### src/rtl/cache_refill_arbiter.sv
// rtl/cache_refill_arbiter.sv - shares one memory port between Icache refill and Dcache refill/writeback bursts
// Optional macro ARB_RR_EN: round-robin between simultaneous requesters instead of fixed Dcache priority.
module cache_refill_arbiter #(
  parameter int LINE_WORDS = 4,
  parameter int ADDR_W     = 32
) (
  input  logic              clk,
  input  logic              rst,
  input  logic              ic_req_i,
  input  logic [ADDR_W-1:0] ic_addr_i,
  output logic [31:0]       ic_rdata_o,
  output logic              ic_rvalid_o,
  output logic              ic_done_o,
  input  logic              dc_req_i,
  input  logic              dc_we_i,
  input  logic [ADDR_W-1:0] dc_addr_i,
  input  logic [31:0]       dc_wdata_i,
  output logic              dc_wnext_o,
  output logic [31:0]       dc_rdata_o,
  output logic              dc_rvalid_o,
  output logic              dc_done_o,
  output logic              mem_req_o,
  output logic              mem_we_o,
  output logic [ADDR_W-1:0] mem_addr_o,
  output logic [31:0]       mem_wdata_o,
  input  logic              mem_ack_i,
  input  logic [31:0]       mem_rdata_i,
  output logic              arb_ic_busy_o,
  output logic              arb_dc_busy_o
);

  localparam int CW = $clog2(LINE_WORDS);
  localparam int BW = ADDR_W - CW - 2;

  typedef enum logic [1:0] {IDLE, IC_BURST, DC_BURST, DONE} state_t;

  state_t        state, state_nxt;
  logic          owner_dc, owner_dc_nxt;
  logic [BW-1:0] base, base_nxt;
  logic          we, we_nxt;
  logic [CW-1:0] cnt, cnt_nxt;
  logic          grant_dc;
  logic          last_word;

  // Only the line-aligned part of the miss address is kept; the word offset comes from cnt.
  logic unused_addr_bits;
  assign unused_addr_bits = ^{ic_addr_i[CW+1:0], dc_addr_i[CW+1:0]};

  assign last_word = (cnt == CW'(LINE_WORDS - 1));

`ifdef ARB_RR_EN
  logic last_dc, last_dc_nxt;

  // On a tie the requester that did not win last time is served.
  assign grant_dc = dc_req_i && (!ic_req_i || !last_dc);

  always_ff @(posedge clk) begin
    if (rst) begin
      last_dc <= 1'b0;
    end else begin
      last_dc <= last_dc_nxt;
    end
  end

  always_comb begin
    last_dc_nxt = last_dc;
    if (state == IDLE && (dc_req_i || ic_req_i)) begin
      last_dc_nxt = grant_dc;
    end
  end
`else
  assign grant_dc = dc_req_i;
`endif

  always_ff @(posedge clk) begin
    if (rst) begin
      state    <= IDLE;
      owner_dc <= 1'b0;
      base     <= '0;
      we       <= 1'b0;
      cnt      <= '0;
    end else begin
      state    <= state_nxt;
      owner_dc <= owner_dc_nxt;
      base     <= base_nxt;
      we       <= we_nxt;
      cnt      <= cnt_nxt;
    end
  end

  always_comb begin
    state_nxt    = state;
    owner_dc_nxt = owner_dc;
    base_nxt     = base;
    we_nxt       = we;
    cnt_nxt      = cnt;
    case (state)
      IDLE: begin
        cnt_nxt = '0;
        if (grant_dc) begin
          state_nxt    = DC_BURST;
          owner_dc_nxt = 1'b1;
          base_nxt     = dc_addr_i[ADDR_W-1:CW+2];
          we_nxt       = dc_we_i;
        end else if (ic_req_i) begin
          state_nxt    = IC_BURST;
          owner_dc_nxt = 1'b0;
          base_nxt     = ic_addr_i[ADDR_W-1:CW+2];
          we_nxt       = 1'b0;
        end
      end
      IC_BURST, DC_BURST: begin
        // Counter width equals the line offset, so the final increment wraps to 0.
        if (mem_ack_i) begin
          cnt_nxt = cnt + 1'b1;
          if (last_word) begin
            state_nxt = DONE;
          end
        end
      end
      DONE: begin
        state_nxt = IDLE;
      end
      default: begin
        state_nxt = IDLE;
      end
    endcase
  end

  always_comb begin
    mem_req_o     = 1'b0;
    mem_we_o      = 1'b0;
    mem_addr_o    = '0;
    mem_wdata_o   = '0;
    ic_rdata_o    = '0;
    ic_rvalid_o   = 1'b0;
    dc_rdata_o    = '0;
    dc_rvalid_o   = 1'b0;
    dc_wnext_o    = 1'b0;
    ic_done_o     = 1'b0;
    dc_done_o     = 1'b0;
    arb_ic_busy_o = 1'b0;
    arb_dc_busy_o = 1'b0;
    case (state)
      IC_BURST: begin
        mem_req_o     = 1'b1;
        mem_addr_o    = {base, cnt, 2'b00};
        arb_ic_busy_o = 1'b1;
        ic_rvalid_o   = mem_ack_i;
        if (mem_ack_i) begin
          ic_rdata_o = mem_rdata_i;
        end
      end
      DC_BURST: begin
        mem_req_o     = 1'b1;
        mem_we_o      = we;
        mem_addr_o    = {base, cnt, 2'b00};
        mem_wdata_o   = dc_wdata_i;
        arb_dc_busy_o = 1'b1;
        dc_rvalid_o   = mem_ack_i && !we;
        dc_wnext_o    = mem_ack_i && we;
        if (mem_ack_i && !we) begin
          dc_rdata_o = mem_rdata_i;
        end
      end
      DONE: begin
        ic_done_o     = !owner_dc;
        dc_done_o     = owner_dc;
        arb_ic_busy_o = !owner_dc;
        arb_dc_busy_o = owner_dc;
      end
      default: begin
      end
    endcase
  end

endmodule

### config.mk
export PLATFORM = sky130hd
export DESIGN_NAME = cache_refill_arbiter
export DESIGN_NICKNAME = d
export VERILOG_FILES = /design/src/rtl/cache_refill_arbiter.sv
export SDC_FILE = /design/constraint.sdc
export NUM_CORES = 1
export LEC_CHECK = 0
export ABC_AREA = 1
export CORE_AREA = 2 2 104 106
export DETAILED_ROUTE_END_ITERATION = 6
export DIE_AREA = 0 0 106 108
export PLACE_DENSITY = 0.76
export SLEW_MARGIN = 20
export SYNTH_ARGS = -nofsm -noshare
export SYNTH_HDL_FRONTEND = slang
export SYNTH_SLANG_ARGS = --single-unit
### constraint.sdc
create_clock -name clk -period 3.5 [get_ports clk]
set_input_delay 0.525 -clock clk [delete_from_list [all_inputs] [get_ports clk]]
set_output_delay 0.525 -clock clk [all_outputs]
set_load 0.05 [all_outputs]
## Word level (Yosys, flattened, before mapping)

Cells that the tools add are included.

- Flip-flop bits (word level): 34
- Bits of input ports: 134
- Output and inout port bits: 137
- Word-level logic and storage cells: 51

- Add/subtract/negate cells: 1
- Eq/ne operators: 7
- Mux-type cells: 27
- Reductions and logical operators: 11

Operators by type and width:

| kind | number |
|---|---|
| two-way mux 32 bit | 6 |
| two-way mux 28 bit | 2 |
| two-way mux 1 bit | 10 |
| two-way mux 2 bit | 5 |
| == test 2 bit (second input constant) | 3 |
| one-hot mux 2 bit (3 select lines) | 1 |
| != test 2 x 1 -> 1 bit (second input constant) | 2 |
| one-hot mux 1 bit (2 select lines) | 2 |
| one-hot mux 2 bit (2 select lines) | 1 |
| AND reduction 2 bit | 2 |
| nonzero test 2 bit | 2 |
| != test 3 bit (second input constant) | 1 |
| AND reduction 3 bit | 1 |
| adder 2 x 1 -> 2 bit (second input constant) | 1 |
| == test 2 x 1 -> 1 bit (second input constant) | 1 |
| logical AND 1 bit | 2 |
| logical NOT 1 bit | 2 |
| logical NOT 2 bit | 1 |
| OR reduction 2 bit | 1 |

## Depth between registers and ports, before layout

- Depth in word-level cells: 4
- Gate-level depth with buffers: 8
- Gate-level depth less buffers: 7

## Least setup slack after synthesis

Ideal clock, no wire load.

- Path kind: reg2out
- Start: register state[0]
- End: output port mem_addr_o[10]
- Data arrival time: 1.956 ns
- Required time: 2.975 ns
- Slack: 1.019 ns
- Cell stages (with the launch flop): 7
- Path buffers: 2
- Path through: dfxtp_1 > inv_1 > ha_1 > clkbuf_1 > clkbuf_1 > nand2_1 > inv_1

- Word-level cells in the longest chain between the ends: 3
- Elaborated cells between the ends (all ways): 4
- Those cells by class: eq/ne (2); mux (1); reduce/logical (1)

RTL lines:

| item | RTL line | RTL |
|---|---|---|
| from (decl) | 37 | `state_t state, state_nxt;` |
| from (signal assigned) | 83 | `state <= state_nxt;` |
| == test 2 bit / == test 2 x 1 -> 1 bit (equally long branches) | 144 | `case (state)` |
| OR reduction 2 bit (no source line) * | - |  |
| two-way mux 32 bit * | 144 |  |
| to (decl) | 24 | `output logic [ADDR_W-1:0] mem_addr_o,` |

Mark *: on every way between the ends. The rest lies on a longest branch, timed or not.

## Final worst setup path

- Start: register state[0]
- End: output port mem_addr_o[6]

The elaborated chain is that of the path after synthesis.

==> results.py <==
metrics = {
    "run_status": {
        "outcome": "finished clean",
    },
    "global_route": {
        "antenna_found_initial": 1,
        "grt_pass1_wl_mm": 15.97,
        "grt_usage": 0.1739,
        "grt_pass1_vias": 3173,
        "grt-ovfl-total": 0,
        "grt_max_degree": 35,
    },
    "detailed_routing": {
        "drtIter0Drc": 202,
        "routed_wl_mm": 10.41,
        "firstDrtPassIters": 5,
        "dr_wl_met2_mm": 5.164,
        "viasPerCell": 4.023,
        "num_vias": 3641,
        "wl_met3_mm": 1.006,
        "met1_length_mm": 4.078,
        "wire_per_inst_um": 11.50,
        "drc": 0,
        "maxUsedRoutingLayer": "met5",
        "ant_nets": 0,
    },
    "cts": {
        "h-tree-depth": 2,
        "clock_latency_ns": 0.28,
        "cts_resized": 0,
        "cts_tree": "done",
        "clk_pin_slew_ns": 0.07,
        "postCtsSetupBuffers": 0,
        "hold_buffers": 0,
        "clockRootBuffer": "clkbuf_8",
        "clock_sinks": 34,
        "cts.path.max_buffers": 2,
        "cts_inserted_buffers": 5,
    },
    "setup_path": {
        "critPathKind": "reg2out",
        "cp-end-kind": "output pin",
        "cp_data_required_time_ns": 2.97,
        "cpPeakStageDelay_ns": 0.81,
        "path_cells": "inv_1, ha_1, buf_4, nand2_1, inv_1, clkdlybuf4s50_1",
        "start_kind": "flip-flop",
        "slowest_stage": "clkdlybuf4s50_1",
        "worstPathArrival_ns": 2.32,
        "critPathBufInv": 4,
        "cp_max_fo": 22,
        "critPathTopFamily": "buffers and inverters",
        "crit_top_cell": "inv_1",
    },
    "synthesis": {
        "synth.cell_area_um2": 2686,
        "synthCells": 521,
        "yosys_warnings": 0,
        "ys_seq_area_frac": 0.2534,
        "ys_ff_latch": 34,
        "synth_cell_types": 18,
        "synth.avg_cell_area_um2": 5.156,
    },
    "layout": {
        "fillers": 1066,
        "layout_commonest_cell": "nand2_1",
        "final_util": 0.5297,
        "nets": 910,
        "layout_common_cells": "nand2_1, clkdlybuf4s50_1, inv_1",
        "synthToLayoutAreaGrowth_pct": 101.7,
        "n_antenna_cell": 0,
        "drive_gt1_frac": 0.1196,
    },
    "placed_design": {
        "dp_hpwl_mm": 8.486,
        "place_congestion": 0.8087,
        "portBuffers": 260,
    },
    "sta": {
        "setup_viol": 0,
        "skew_ns": 0.003113,
        "hold_viol_final": 0,
        "max_slew_margin": 0.3964,
        "finalCriticalPeriod_ns": 2.846,
        "timing.fmax_mhz": 351.4,
        "slew_viol_final": 0,
        "fin_crit_sh": 0.8130,
        "rsz0062_at_grt": "no",
        "final.setup.tns_ns": 0,
        "hold_ws_ns": 0.4640,
        "worstMarginPinSlew_ns": 0.9025,
    },
    "power_and_ir_drop": {
        "power_density_nw_per_um2": 554.3,
        "leakage_nw": 3.068,
        "finalPower_w": 0.003004,
        "peakVddDrop_mv": 0.2431,
    },
    "die": {
        "pin_count": 271,
        "fp.dieW_um": 106,
        "core-area_um2": 10230,
        "num_rows": 37,
        "die_h_um": 108,
        "dieArea_um2": 11450,
        "start_util": 0.2626,
    },
    "job": {
        "maxCapViolCount": 0,
    },
    "min_path": {
        "hold_path.class": "reg2reg",
    },
}
## cell usage after synthesis
cell      number  area, um^2
nand2_1      225       844.6
o21ai_1        1       5.000
and3_1         1       6.260
dfxtp_1       34       680.7
nor2_8         1       20.02
buf_4          3       22.52
inv_2          2       7.510
a21oi_1       32       160.2
ha_1           8       100.1
o21ai_0        6       30.03
nor2_1        70       262.8
buf_2         10       50.05
buf_6          1       11.26
inv_1        107       401.6
nand3_1        1       5.000
nor2_4         1       11.26
clkbuf_1      17       63.81
conb_1         1       3.750
## final cells by class
class                      instances  area [um^2]  area share
timing repair buffer             270         2592      0.4784
multi-input combinational        348         1456      0.2688
sequential                        34        680.7      0.1256
inverter                         109        409.1     0.07550
tap                              136        170.2     0.03140
clock buffer                       8        110.1     0.02032
## worst min-delay path, delay by kind of cell, from the launching register on
kind / cells / cell delay, ns
DFF: 1 / 0.31
and+or+nand+nor: 1 / 0.06
AOI/OAI and AO/OA: 1 / 0.05
## worst paths after layout
path,startpoint,end,slack (ns),depth (start not counted)
hold reg to reg,base[11],base[11],0.46,2
setup / recovery,state[0],mem_addr_o[6],0.65,6
setup reg to reg,state[0],base[17],1.83,6
hold / removal,base[11],base[11],0.46,2
## logic make-up after synthesis
family,after synthesis,share of synthesized area
AND/OR/NAND/NOR,299,0.4280
other,1,0.001396
adder cells (fa/ha/maj),8,0.03726
AO/OA/AOI/OAI,39,0.07266
buffers and inverters,140,0.2073
flip-flops,34,0.2534
## registers in the layout, indices dropped and copies added (netlist names)
name and flops:
base 28, cnt 2, owner_dc 1, state 2
we 1
## layer usage
metal / track usage / vias up
met5: 0 / -
met4: 0.04323 / 2
met3: 0.06872 / 10
met2: 0.3175 / 145
met1: 0.1889 / 1524
li1: - / 1960
## report_power, final
group          switching, W  internal (W)
Clock              0.000139      0.000199
Sequential        0.0000563      0.000485
Combinational       0.00143      0.000690
Total               0.00163       0.00137
## stage by stage
| stage | worst slack, ns | cells | instance area (um^2) |
|---|---|---|---|
| after floorplan | 1.019 | 522 | 2690 |
| after global routing | 0.4800 | 905 | 5419 |
| final | 0.6545 | 905 | 5419 |
| after global placement | 0.8595 | 897 | 5309 |
| after detailed placement | 0.8437 | 897 | 5309 |
| after CTS | 0.6163 | 905 | 5419 |
No activity file was read; power rests on OpenSTA's default activity.
